## src/rtl/pst_conv_sequencer_pkg.sv

```systemverilog
// Shared types and defaults for the predictive-spiking convergence sequencer
// and the pst_2layer benches that reuse the same convergence criteria.
package pst_seq_pkg;

    typedef enum logic [2:0] {
        ST_IDLE   = 3'd0,
        ST_ARM    = 3'd1,
        ST_RUN    = 3'd2,
        ST_REPORT = 3'd3,
        ST_DONE   = 3'd4
    } seq_state_e;

    localparam int          RES_CYC_W   = 8;
    localparam int          CUR_W       = 8;
    localparam int          DEF_NPAT    = 8;
    localparam logic [7:0]  DEF_CONV_TH = 8'd5;
    localparam logic [3:0]  DEF_HOLD    = 4'd3;
    localparam logic [3:0]  DEF_SETTLE  = 4'd2;
    localparam logic [7:0]  DEF_MAX_CYC = 8'd255;

endpackage

```

## src/rtl/pst_conv_detect.sv

```systemverilog
// Settle/hold/gamma-cycle counters for one pattern; flags are combinational
// on the sampling clock so the FSM can leave RUN on that same edge.
module pst_conv_detect
    import pst_seq_pkg::*;
#(
    parameter logic [7:0] CONV_TH = DEF_CONV_TH,
    parameter logic [3:0] HOLD    = DEF_HOLD,
    parameter logic [3:0] SETTLE  = DEF_SETTLE,
    parameter logic [7:0] MAX_CYC = DEF_MAX_CYC
) (
    input  logic       clk,
    input  logic       rst_n,
    input  logic       clear_i,
    input  logic       sample_i,
    input  logic [7:0] error_i,
    output logic [7:0] cyc_o,
    output logic       converged_o,
    output logic       timeout_o
);

    logic [7:0] cyc_q, cyc_d;
    logic [3:0] hold_q, hold_d;
    logic [3:0] settle_q, settle_d;

    always_comb begin
        cyc_d       = cyc_q;
        hold_d      = hold_q;
        settle_d    = settle_q;
        converged_o = 1'b0;
        timeout_o   = 1'b0;
        if (clear_i) begin
            cyc_d    = '0;
            hold_d   = '0;
            settle_d = '0;
        end else if (sample_i) begin
            cyc_d = (cyc_q == 8'hFF) ? cyc_q : cyc_q + 8'd1;
            if (settle_q < SETTLE) begin
                settle_d = settle_q + 4'd1;
            end else if (error_i <= CONV_TH) begin
                hold_d = hold_q + 4'd1;
            end else begin
                hold_d = '0;
            end
            // Convergence wins over timeout when both land on one sample.
            converged_o = (hold_d == HOLD);
            timeout_o   = !converged_o && (cyc_d == MAX_CYC);
        end
    end

    assign cyc_o = cyc_d;

    always_ff @(posedge clk or negedge rst_n) begin
        if (!rst_n) begin
            cyc_q    <= '0;
            hold_q   <= '0;
            settle_q <= '0;
        end else begin
            cyc_q    <= cyc_d;
            hold_q   <= hold_d;
            settle_q <= settle_d;
        end
    end

endmodule

```

## src/rtl/pst_conv_sequencer.sv

```systemverilog
// Steps through a table of input currents, measures gamma cycles until the
// layer-2 error converges, and reports latency or timeout per pattern.
module pst_conv_sequencer
    import pst_seq_pkg::*;
#(
    parameter int unsigned NPAT    = DEF_NPAT,
    parameter logic [7:0]  CONV_TH = DEF_CONV_TH,
    parameter logic [3:0]  HOLD    = DEF_HOLD,
    parameter logic [3:0]  SETTLE  = DEF_SETTLE,
    parameter logic [7:0]  MAX_CYC = DEF_MAX_CYC,
    localparam int         AW      = $clog2(NPAT)
) (
    input  logic                 clk,
    input  logic                 rst_n,
    input  logic                 pat_we,
    input  logic [AW-1:0]        pat_addr,
    input  logic [CUR_W-1:0]     pat_data,
    input  logic [AW:0]          num_pat,
    input  logic                 freeze_mode,
    input  logic                 start,
    input  logic                 abort,
    input  logic                 cycle_start,
    input  logic [7:0]           error_L2,
    output logic [CUR_W-1:0]     input_current,
    output logic                 l3_freeze,
    output logic                 busy,
    output logic                 res_valid,
    output logic [AW-1:0]        res_idx,
    output logic [RES_CYC_W-1:0] res_cycles,
    output logic                 res_timeout,
    output logic                 done,
    output logic [2:0]           dbg_state
);

    localparam logic [AW-1:0] IDX_ONE = 1;
    localparam logic [AW:0]   CNT_ONE = 1;

    seq_state_e state_q, state_d;
    logic [AW-1:0]        idx_q, idx_d;
    logic [AW:0]          num_q, num_d;
    logic                 frz_q, frz_d;
    logic [CUR_W-1:0]     cur_q;
    logic [AW-1:0]        res_idx_q;
    logic [RES_CYC_W-1:0] res_cyc_q;
    logic                 res_tmo_q;
    logic [CUR_W-1:0]     pat_mem_q [NPAT];

    logic       det_clear, det_sample, det_conv, det_tmo;
    logic [7:0] det_cyc;

    pst_conv_detect #(
        .CONV_TH(CONV_TH), .HOLD(HOLD), .SETTLE(SETTLE), .MAX_CYC(MAX_CYC)
    ) u_detect (
        .clk        (clk),
        .rst_n      (rst_n),
        .clear_i    (det_clear),
        .sample_i   (det_sample),
        .error_i    (error_L2),
        .cyc_o      (det_cyc),
        .converged_o(det_conv),
        .timeout_o  (det_tmo)
    );

    always_comb begin
        state_d    = state_q;
        idx_d      = idx_q;
        num_d      = num_q;
        frz_d      = frz_q;
        det_clear  = 1'b0;
        det_sample = 1'b0;
        case (state_q)
            ST_IDLE: begin
                if (start) begin
                    num_d   = num_pat;
                    frz_d   = freeze_mode;
                    idx_d   = '0;
                    state_d = (num_pat == '0) ? ST_DONE : ST_ARM;
                end
            end
            ST_ARM: begin
                // The boundary that ends ARM only restarts the counters.
                if (cycle_start) begin
                    det_clear = 1'b1;
                    state_d   = ST_RUN;
                end
            end
            ST_RUN: begin
                det_sample = cycle_start;
                if (det_conv || det_tmo) state_d = ST_REPORT;
            end
            ST_REPORT: begin
                if (({1'b0, idx_q} + CNT_ONE) == num_q) begin
                    state_d = ST_DONE;
                end else begin
                    idx_d   = idx_q + IDX_ONE;
                    state_d = ST_ARM;
                end
            end
            ST_DONE:  state_d = ST_IDLE;
            default:  state_d = ST_IDLE;
        endcase
        if (abort && state_q != ST_IDLE) state_d = ST_IDLE;
    end

    always_ff @(posedge clk or negedge rst_n) begin
        if (!rst_n) begin
            state_q   <= ST_IDLE;
            idx_q     <= '0;
            num_q     <= '0;
            frz_q     <= 1'b0;
            cur_q     <= '0;
            res_idx_q <= '0;
            res_cyc_q <= '0;
            res_tmo_q <= 1'b0;
        end else begin
            state_q <= state_d;
            idx_q   <= idx_d;
            num_q   <= num_d;
            frz_q   <= frz_d;
            if (state_q == ST_ARM) cur_q <= pat_mem_q[idx_q];
            if (state_q == ST_RUN && state_d == ST_REPORT) begin
                res_idx_q <= idx_q;
                res_cyc_q <= det_cyc;
                res_tmo_q <= det_tmo;
            end
        end
    end

    // Table is deliberately not reset; it is only writable while idle.
    always_ff @(posedge clk) begin
        if (state_q == ST_IDLE && pat_we) pat_mem_q[pat_addr] <= pat_data;
    end

    assign input_current = cur_q;
    assign l3_freeze     = frz_q;
    assign busy          = (state_q != ST_IDLE);
    assign res_valid     = (state_q == ST_REPORT) && !abort;
    assign done          = (state_q == ST_DONE) && !abort;
    assign res_idx       = res_idx_q;
    assign res_cycles    = res_cyc_q;
    assign res_timeout   = res_tmo_q;
    assign dbg_state     = state_q;

endmodule

```

## config.mk

```make
export PLATFORM = sky130hd
export DESIGN_NAME = pst_conv_sequencer
export DESIGN_NICKNAME = d
export VERILOG_FILES = /design/src/rtl/pst_conv_sequencer_pkg.sv /design/src/rtl/pst_conv_detect.sv /design/src/rtl/pst_conv_sequencer.sv
export SDC_FILE = /design/constraint.sdc
export NUM_CORES = 1
export LEC_CHECK = 0
export ABC_AREA = 1
export ABC_CLOCK_PERIOD_IN_PS = 2200
export BUFFER_PORTS_ARGS = -buffer_cell sky130_fd_sc_hd__buf_2
export CORE_UTILIZATION = 40
export CTS_CLUSTER_SIZE = 10
export DETAILED_ROUTE_END_ITERATION = 8
export GPL_ROUTABILITY_DRIVEN = 1
export PLACE_DENSITY = 0.58
export SYNTH_ARGS = -nofsm -noshare
export SYNTH_HDL_FRONTEND = slang
export SYNTH_HIERARCHICAL = 1
export SYNTH_SLANG_ARGS = --single-unit
export TNS_END_PERCENT = 10
```

## constraint.sdc

```tcl
create_clock -name clk -period 2.2 [get_ports clk]
set_input_delay 0.44 -clock clk [delete_from_list [all_inputs] [get_ports clk]]
set_output_delay 0.44 -clock clk [all_outputs]
set_load 0.01 [all_outputs]
```

==> results of run 1 <==
-- Yosys cell counts (3+ instances only) --
library cell | number | area share [%]
o21ai_0 | 55 | 5.5
buf_4 | 3 | 0.45
nand3_1 | 26 | 2.6
xor2_1 | 3 | 0.52
buf_2 | 5 | 0.50
o22ai_1 | 13 | 1.6
dfrtp_1 | 47 | 23
nor2_2 | 4 | 0.50
nand4_1 | 13 | 1.6
nand2_4 | 3 | 0.67
inv_1 | 33 | 2.5
clkbuf_1 | 8 | 0.60
ha_1 | 4 | 1.0
edfxtp_1 | 64 | 38
o221ai_1 | 8 | 1.4
nand2_1 | 83 | 6.2
inv_2 | 7 | 0.52
nand2_2 | 14 | 1.7
nor2_1 | 73 | 5.5
o21ai_1 | 5 | 0.50
a21oi_1 | 6 | 0.60
nor2_4 | 3 | 0.67
-- area by class of cell --
type                    count  area [sq um]  area share (%)
flip-flops and latches    111          3100            49.8
multi-input cells         329          1780            28.6
repair buffers            107           669            10.8
clock buffers               9           225            3.62
well taps                 168           210            3.38
inverters                  40           153            2.45
clock inverters             7          88.8            1.43
-- stage by stage --
stage / area, sq um / setup slack (ns) / setup TNS, ns / hold slack (ns)
after floorplan: 5060 / 0.00627 / 0 / 0.144
after global placement: 5780 / -0.0974 / -0.957 / 0.457
after detailed placement: 5780 / -0.0986 / -1.04 / 0.465
after CTS: 6100 / -0.00316 / -0.00401 / 0.171
after global routing: 6220 / -0.0803 / -0.761 / 0.194
final: 6220 / 0.0477 / 0 / 0.146
-- flip-flops by register name, summed over array words and instances, names as in the netlist --
register	flops
res_idx	3
dbg_state	3
input_current	8
u_detect/hold_q	4
idx_q	3
res_cycles	8
u_detect/cyc_q	8
l3_freeze	1
u_detect/settle_q	4
pat_mem_q	64
res_timeout	1
num_q	4
-- repair_timing --
| action | CTS | global route |
|---|---|---|
| cloned | 0 | 1 |
| buffers inserted | 1 | 5 |
| endpoints found under the setup margin | 12 | 20 |
| pin swaps | 1 | 10 |
| resized for setup | 1 | 17 |
-- kinds of logic after synthesis --
kind of cell    share of synthesized area, %
mux                                    0.224
simple gates                            21.6
compound gates                          9.88
flops                                   61.7
buf+inv                                 4.99
xor+xnor                               0.524
fa+ha+maj                              0.998
-- metal layers --
metal  GRT usage [%]  vias to the layer above
met5               0                        -
met4            5.71                        0
met3            4.57                        6
met2            31.6                       86
met1            26.2                     1832
li1                -                     1916
-- report_power, final --
part,internal [mW],switching [mW],leakage (nW)
Clock,0.907,0.778,0.155
Combinational,0.740,1.17,1.36
Sequential,2.51,0.197,1.20
Total,4.16,2.15,2.72
-- critical path, stage by stage (launching register included) --
cell and delay [ns]:
dfrtp_1 0.41, ha_4 0.16, nand2_4 0.07, nor2_4 0.14, nand2_4 0.10, nand2_1 0.08
o21ai_1 0.08, nor2_1 0.10, nand3_1 0.09, nor2_2 0.15, o21ai_1 0.07, nand2_1 0.11
nor2_4 0.05, nand2_4 0.11, nand3_4 0.15, nand2_2 0.12, nand2_2 0.04
-- worst max-delay path by stage --
stage | end | slack (ns) | cells past startpoint
after global placement | res_timeout | -0.1 | 16
after detailed placement | res_cycles[7] | -0.1 | 16
after CTS | res_idx[0] | -0.003 | 15
final | res_timeout | 0.05 | 16
after floorplan | res_idx[0] | 0.006 | 17
after global routing | res_timeout | -0.08 | 15
==> run_results.csv, run 1 <==
group,metric,value,unit
run_status,outcome,"completed",
floorplanning,dieHeight,114,um
finish,fin_util,51.4,%
pwr,p_leak,2.72,nW
global_routing,overflow,0,
timing,timing.final.crit_period,2.15,ns
placed_design,dp_hpwl,7950,um
synth,syn_inst,497,
finish,area_growth,24.1,%
placed_design,place.gp.congestion,0.805,
placed_design,dp.cells,748,
synth,ys_seq_area_share,61.7,%
synth,async_flop_share,42.3,%
route,drt_first_pass_iters,4,
pwr,p_per_area,1010,mW/mm^2
finish,fillers,1133,
placed_design,io_buffers,55,
timing,rsz0062_at_grt,"true",
min_path,min_path_type,"in2async",
synth,ys_seq_elements,111,
timing,worst_pin_slew,0.751,ns
global_routing,grt_usage,19.5,%
cts,cts_root_buffer,"clkbuf_16",
route,drtIter0Drc,218,
synth,mappedNetlistArea,0.00502,sq mm
cts,clk_pin_slew_worst_paths,0.08,ns
route,wl_met3,518,um
route,wl_met2,5720,um
floorplanning,die-area,0.0130,sq mm
timing,skew,0.0119,ns
timing,fmax,0.465,GHz
route,met1Wirelength,5410,um
floorplanning,io_pins,57,
finish,layout_commonest_cell,"nand2_1",
cts,clock_sinks,111,
finish,nets,632,
route,vias_per_cell,4.98,
worst_setup_path,cp-end-kind,"flop",
timing,final-max-slew-violation-count,0,
global_routing,grt_antenna_before_repair,0,
cts,clk_path_buf_depth,2,
synth,synth-main-ff-cell,"edfxtp_1",
floorplanning,rows,40,
cts,clkLatencyLatePin,0.35,ns
worst_setup_path,start_kind,"flop",
worst_setup_path,rr_startpoint,"u_detect/cyc_q[0]",
timing,hold_violations,0,
timing,setup_viol,0,
global_routing,grt_pass1_vias,3702,
synth,synth_cell_types,35,
worst_setup_path,crit_fanout,8,
cts,htreeDepth,3,
synth,syn_area_per_cell,10.1,sq um
flow_run,max_cap_violations,0,
pwr,finalPower,6.30,mW
route,drc,0,
synth,synth-edff-count,64,
global_routing,grt_pass1_wl,19100,um
floorplanning,die_w,114,um
finish,layout-drive-gt1-share,29.9,%
worst_setup_path,reg2reg_slack,0.05,ns
floorplanning,initial_core_util,41.4,%
finish,final_cells,771,
route,top_layer,"met4",
worst_setup_path,worst_r2r_endpoint,"res_timeout",
cts,cts_buffers,9,
route,via_count,3840,
worst_setup_path,ff2ff_path_depth,16,
pwr,vdd_drop_max,664,uV
finish,diodes,0,
finish,layout_common_cells,"78 x nand2_1, 69 x nor2_1, 64 x edfxtp_1",
cts,cts_tree,"yes",
route,wl_per_cell,15.2,um
floorplanning,core_region_area,0.0121,sq mm
global_routing,grt_max_degree,33,
timing,relSlewSlack,49.9,%
cts,cts_hold_buf,0,
route,routed_wl,11700,um
worst_setup_path,critPathLaunch,"u_detect/cyc_q[0]",
synth,syn-num-nets,531,
worst_setup_path,arrival,2.40,ns
synth,ys_warn_count,6,
worst_setup_path,crit_type,"reg2reg",
worst_setup_path,crit_required,2.45,ns
timing,min_period_over_period,97.8,%
route,antenna_left,0,
Note: power is estimated with default switching activity, not from simulation.
==> run 2, diff against run 1 <==
--- a/config.mk
+++ b/config.mk
@@ -8,11 +8,13 @@
 export ABC_AREA = 1
 export ABC_CLOCK_PERIOD_IN_PS = 2200
 export BUFFER_PORTS_ARGS = -buffer_cell sky130_fd_sc_hd__buf_2
-export CORE_UTILIZATION = 40
+export CELL_PAD_IN_SITES_DETAIL_PLACEMENT = 0
+export CELL_PAD_IN_SITES_GLOBAL_PLACEMENT = 2
+export CORE_UTILIZATION = 30
 export CTS_CLUSTER_SIZE = 10
 export DETAILED_ROUTE_END_ITERATION = 8
 export GPL_ROUTABILITY_DRIVEN = 1
-export PLACE_DENSITY = 0.58
+export PLACE_DENSITY = 0.66
 export SYNTH_ARGS = -nofsm -noshare
 export SYNTH_HDL_FRONTEND = slang
 export SYNTH_HIERARCHICAL = 1
==> run 2 against run 1 <==
Compared with the run above: sequential share of layout area is 1.8 points lower; fmax is 0.74% lower; combinational power is 11% higher; routed wire length grew 14%; die area up 33%; clock-buffer cell count unchanged.
==> run_results.csv, run 2 (synthesized netlist as in run 1, its figures left out) <==
group,metric,value,unit
run_status,outcome,"completed",
pwr,p_leak,2.78,nW
finish,fin_util,40.1,%
route,drtIter0Drc,208,
worst_setup_path,crit_required,2.45,ns
cts,cts_root_buffer,"clkbuf_16",
placed_design,io_buffers,55,
route,drc,0,
global_routing,grt_max_degree,35,
timing,skew,0.0107,ns
global_routing,grt_usage,16.2,%
timing,final-max-slew-violation-count,0,
global_routing,top_usage_layer,"met2",
placed_design,place.gp.congestion,0.796,
worst_setup_path,start_kind,"flop",
cts,clock_sinks,111,
worst_setup_path,cp-end-kind,"flop",
timing,relSlewSlack,65.4,%
finish,area_growth,28.7,%
timing,setup_viol,0,
floorplanning,rows,46,
timing,hold_violations,0,
finish,layout_commonest_cell,"nand2_1",
timing,min_period_over_period,98.6,%
finish,largest_reg_flops,64,
cts,clk_path_buf_depth,2,
floorplanning,die-area,0.0172,sq mm
route,drt_first_pass_iters,4,
worst_setup_path,critical_path.max_stage_delay,0.41,ns
global_routing,overflow,0,
worst_setup_path,arrival,2.42,ns
finish,layout-drive-gt1-share,33.0,%
flow_run,max_cap_violations,0,
worst_setup_path,reg2reg_slack,0.03,ns
timing,worst_slack,0.0317,ns
global_routing,grtUsageMet1,21.6,%
cts,cts_hold_buf,0,
min_path,min_path_type,"in2async",
floorplanning,initial_core_util,31.1,%
placed_design,dp_hpwl,9140,um
pwr,p_per_area,1010,mW/mm^2
global_routing,grt_pass1_vias,3843,
worst_setup_path,crit_fanout,6,
timing,fmax,0.461,GHz
floorplanning,dieHeight,131,um
cts,htreeDepth,3,
route,wl_per_cell,16.0,um
cts,cts_buffers,9,
route,antenna_left,0,
timing,rsz0062_at_grt,"true",
route,routed_wl,13300,um
finish,layout_common_cells,"78 x nand2_1, 64 x nor2_1, 64 x edfxtp_1",
pwr,vdd_drop_max,496,uV
floorplanning,die_w,131,um
finish,regMostFlops,"pat_mem_q",
floorplanning,io_pins,57,
cts,clkLatencyLatePin,0.36,ns
worst_setup_path,crit_type,"reg2reg",
cts,clk_pin_slew_worst_paths,0.08,ns
route,vias_per_cell,4.72,
floorplanning,core_region_area,0.0161,sq mm
worst_setup_path,worst_path_max_delay_cell,"dfrtp_1",
timing,worst_pin_slew,0.518,ns
route,via_count,3921,
placed_design,place_ws,-0.178,ns
global_routing,grt_antenna_before_repair,0,
worst_setup_path,crit_path_cell_trace,"buf_4, buf_4, nand3_4, xor2_1, nand2_1, and2_1, nand2_2, nor2_4, o21ai_2, nand2_2, nor2_4, nand2_4, buf_6, nand4_1, nand2_1",
timing,timing.final.crit_period,2.17,ns
finish,diodes,0,
global_routing,met2_usage,26.1,%
cts,cts_tree,"yes",
global_routing,grtUsageMet3,4.05,%
global_routing,grt_pass1_wl,21100,um
finish,nets,644,
[run 2: cell count changes in the layout (fill, tap and decap cells not counted), moves of 2 or more]
cell / before / now
buf_4: 51 / 60
o21ai_2: 0 / 2
inv_6: 1 / 3
nor2_1: 69 / 64
o21ai_0: 55 / 53
clkinv_4: 2 / 0
buf_6: 1 / 4
nor2_4: 5 / 10
nand3_1: 23 / 21
clkinv_8: 1 / 3
[run 2: area by class of cell]
class	count	area (sq um)
clock buffer	9	225
clock inverter	7	91.3
fill	1628	9660
inverter	40	155
multi-input combinational	329	1850
sequential	111	3100
tap	216	270
timing repair buffer	119	771
[run 2: metrics by stage]
stage | hold slack [ns] | power, mW | setup TNS (ns) | cells | area [sq um]
after CTS | 0.0565 | 6.52 | -0.0372 | 826 | 6330
after floorplan | 0.144 | 3.84 | 0 | 497 | 5060
final | 0.0507 | 6.51 | 0 | 831 | 6460
after global routing | 0.0705 | 6.92 | -1.20 | 831 | 6460
after detailed placement | 0.445 | 4.70 | -1.96 | 804 | 5900
after global placement | 0.457 | 4.68 | -1.42 | 804 | 5900
[run 2: worst paths after layout]
| kind | to | start | cells after the start |
|---|---|---|---|
| worst max-delay path | res_cycles[3] | u_detect/cyc_q[0] | 15 |
| worst min-delay path | dbg_state[0] | rst_n | 1 |
| worst max register to register | res_cycles[3] | u_detect/cyc_q[0] | 15 |
| worst min register to register | u_detect/settle_q[0] | u_detect/settle_q[0] | 1 |
| max in group asynchronous | res_cycles[7] | rst_n | 2 |
| min in group clk | l3_freeze | freeze_mode | 2 |
[run 2: critical path, delay by kind of cell, from the launching register on]
kind                      cells  cell delay [ns]
DFF                           1             0.41
xor gates and xnor gates      1             0.15
AOI/OAI and AO/OA             1             0.14
and+or+nand+nor              10             0.93
buffers and inverters         3             0.43
[run 2: metal layers]
metal	vias up	routed length, um	share of wire [%]
met2	78	6170	46
li1	1945	-	-
met5	-	0	0
met3	13	611	4.6
met4	0	169	1.3
met1	1885	6370	48
[run 2: repair_timing]
item	CTS	global route
setup endpoints to repair	12	13
gates cloned	2	0
resized for setup	21	22
pin swaps	13	19
setup buffers	4	5
[run 2: power by group]
part | internal [mW] | switching [mW]
Sequential | 2.51 | 0.196
Clock | 0.826 | 0.859
Combinational | 0.842 | 1.28
Total | 4.18 | 2.33
==> run 3, diff against run 2 <==
--- a/config.mk
+++ b/config.mk
@@ -10,11 +10,13 @@
 export BUFFER_PORTS_ARGS = -buffer_cell sky130_fd_sc_hd__buf_2
 export CELL_PAD_IN_SITES_DETAIL_PLACEMENT = 0
 export CELL_PAD_IN_SITES_GLOBAL_PLACEMENT = 2
+export CORE_MARGIN = 5
 export CORE_UTILIZATION = 30
 export CTS_CLUSTER_SIZE = 10
 export DETAILED_ROUTE_END_ITERATION = 8
 export GPL_ROUTABILITY_DRIVEN = 1
-export PLACE_DENSITY = 0.66
+export MAX_ROUTING_LAYER = met4
+export PLACE_DENSITY = 0.78
 export SYNTH_ARGS = -nofsm -noshare
 export SYNTH_HDL_FRONTEND = slang
 export SYNTH_HIERARCHICAL = 1
==> run 3 against run 2 <==
Compared with the run above: critical path depth is the same; critical path type unchanged; first-iteration DRC count grew 16%; flip-flop and latch count is the same; clock-buffer cell count is the same; utilization shrank 2.3 points; via count shrank 1.9%; clock power shrank 2%; design area shrank 3.4%.
==> run_results.csv, run 3 (synthesized netlist as in run 1, its figures left out) <==
group,metric,value,unit
run_status,outcome,"completed",
worst_setup_path,crit_family,"simple AND/OR/NAND/NOR gates",
worst_setup_path,crit_required,2.44,ns
worst_setup_path,crit_type,"reg2reg",
cts,cts_hold_buf,0,
timing,hold_violations,0,
placed_design,dp.cells,798,
timing,worst_slack,0.0231,ns
finish,regMostFlops,"pat_mem_q",
cts,cts_tree,"yes",
worst_setup_path,reg2reg_slack,0.02,ns
finish,layout_commonest_cell,"nand2_1",
timing,timing.final.crit_period,2.18,ns
global_routing,top_usage_layer,"met2",
finish,multi_input_area,0.00175,sq mm
pwr,p_per_area,1010,mW/mm^2
timing,fmax,0.459,GHz
route,vias_per_cell,4.70,
global_routing,grtUsageMet3,3.36,%
finish,diodes,0,
worst_setup_path,rr_startpoint,"u_detect/cyc_q[0]",
floorplanning,die-area,0.0194,sq mm
finish,layout-drive-gt1-share,28.4,%
route,routed_wl,12800,um
timing,min_period_over_period,99.0,%
finish,layout_common_cells,"83 x nand2_1, 69 x nor2_1, 64 x edfxtp_1",
finish,fin_util,37.8,%
floorplanning,die_w,139,um
worst_setup_path,crit_buf_inv,1,
finish,fillers,1638,
global_routing,grtUsageMet1,18.3,%
floorplanning,rows,47,
timing,setup_viol,0,
timing,relSlewSlack,62.9,%
worst_setup_path,critical_path.max_stage_delay,0.39,ns
pwr,vdd_drop_max,593,uV
worst_setup_path,worst_path_max_delay_cell,"dfrtp_1",
cts,clk_pin_slew_worst_paths,0.08,ns
route,drc,0,
global_routing,met2_usage,21.4,%
floorplanning,initial_core_util,30.4,%
timing,rsz0062_at_grt,"true",
route,antenna_left,0,
flow_run,max_cap_violations,0,
worst_setup_path,crit_top_cell,"nand2_1",
placed_design,place.gp.congestion,0.807,
global_routing,overflow,0,
worst_setup_path,start_kind,"flop",
cts,htreeDepth,3,
floorplanning,io_pins,57,
timing,worst_pin_slew,0.557,ns
placed_design,io_buffers,55,
pwr,p_leak,2.68,nW
route,drt_first_pass_iters,7,
global_routing,grt_pass1_wl,20200,um
cts,cts_root_buffer,"clkbuf_16",
finish,final_cells,819,
timing,skew,0.00736,ns
global_routing,grt_antenna_before_repair,0,
global_routing,grt_usage,13.6,%
worst_setup_path,critPathLaunch,"u_detect/cyc_q[0]",
floorplanning,core_region_area,0.0165,sq mm
route,via_count,3847,
cts,clkLatencyLatePin,0.35,ns
pwr,finalPower,6.32,mW
cts,clock_sinks,111,
min_path,min_path_type,"in2async",
placed_design,place_ws,-0.104,ns
finish,nets,628,
global_routing,grt_max_degree,40,
floorplanning,dieHeight,139,um
cts,clk_path_buf_depth,2,
global_routing,grt_pass1_vias,3653,
placed_design,dp_hpwl,8690,um
route,wl_per_cell,15.7,um
worst_setup_path,crit_path_cell_trace,"ha_1, nand2_2, nor2_4, nand2_4, o21ai_1, and2_1, nand2_1, nor2_2, o21ai_1, nand2_1, nor2_2, nand2_4, buf_8, nand4_1, nand2_1",
cts,cts_buffers,9,
finish,largest_reg_flops,64,
timing,final-max-slew-violation-count,0,
worst_setup_path,cp-end-kind,"flop",
worst_setup_path,arrival,2.42,ns
worst_setup_path,crit_fanout,12,
finish,area_growth,24.3,%
route,drtIter0Drc,241,
finish,register_area,0.00310,sq mm
run 3: cell count changes in the layout (fill, tap and decap cells not counted), sizes merged:
cell and change:
buf -16, clkinv +1, inv -1
run 3: cell type report:
class / instances / share of cell area [%]
Clock buffer: 9 / 3.61
Clock inverter: 7 / 1.32
Inverter: 40 / 2.45
Multi-Input combinational cell: 329 / 28.0
Sequential cell: 111 / 49.7
Tap cell: 220 / 4.41
Timing Repair Buffer: 103 / 10.5
run 3: worst reg2reg max path, cell delays in order, from the launching register on:
cell and delay [ns]:
dfrtp_1 0.39, ha_1 0.22, nand2_2 0.11, nor2_4 0.05
nand2_4 0.12, o21ai_1 0.09, and2_1 0.16, nand2_1 0.07
nor2_2 0.05, o21ai_1 0.15, nand2_1 0.09, nor2_2 0.15
nand2_4 0.11, buf_8 0.16, nand4_1 0.08, nand2_1 0.06
run 3: power by group:
part,switching (mW),internal (mW),total (mW),leakage (nW)
Sequential,0.181,2.51,2.69,1.20
Clock,0.839,0.813,1.65,0.151
Combinational,1.22,0.758,1.98,1.33
run 3: worst paths after layout:
check	end	depth (start not counted)
setup / recovery	res_cycles[7]	15
hold / removal	l3_freeze	1
setup reg to reg	res_cycles[7]	15
hold reg to reg	input_current[7]	2
max in group asynchronous	dbg_state[1]	2
min in group clk	l3_freeze	2
run 3: repair_timing:
item | in CTS | in global routing
setup buffers | 2 | 2
endpoints found under the setup margin | 12 | 50
gates resized for setup | 7 | 6
endpoints found under the hold margin | 0 | 0
cloned | 1 | 0
pin swaps | 4 | 3
run 3: per-stage QoR:
step                setup TNS [ns]  area [sq um]  hold WS, ns
floorplan                        0          5060        0.144
global placement             -1.29          5840        0.442
detailed placement           -1.17          5840        0.442
CTS                              0          6200       0.0571
global route                 -1.23          6240       0.0743
finish                           0          6240       0.0402
run 3: metal layers:
metal	vias up	share of wire, %
met5	-	0
met4	0	0.62
met3	9	4.3
met2	89	48
met1	1836	48
li1	1913	-
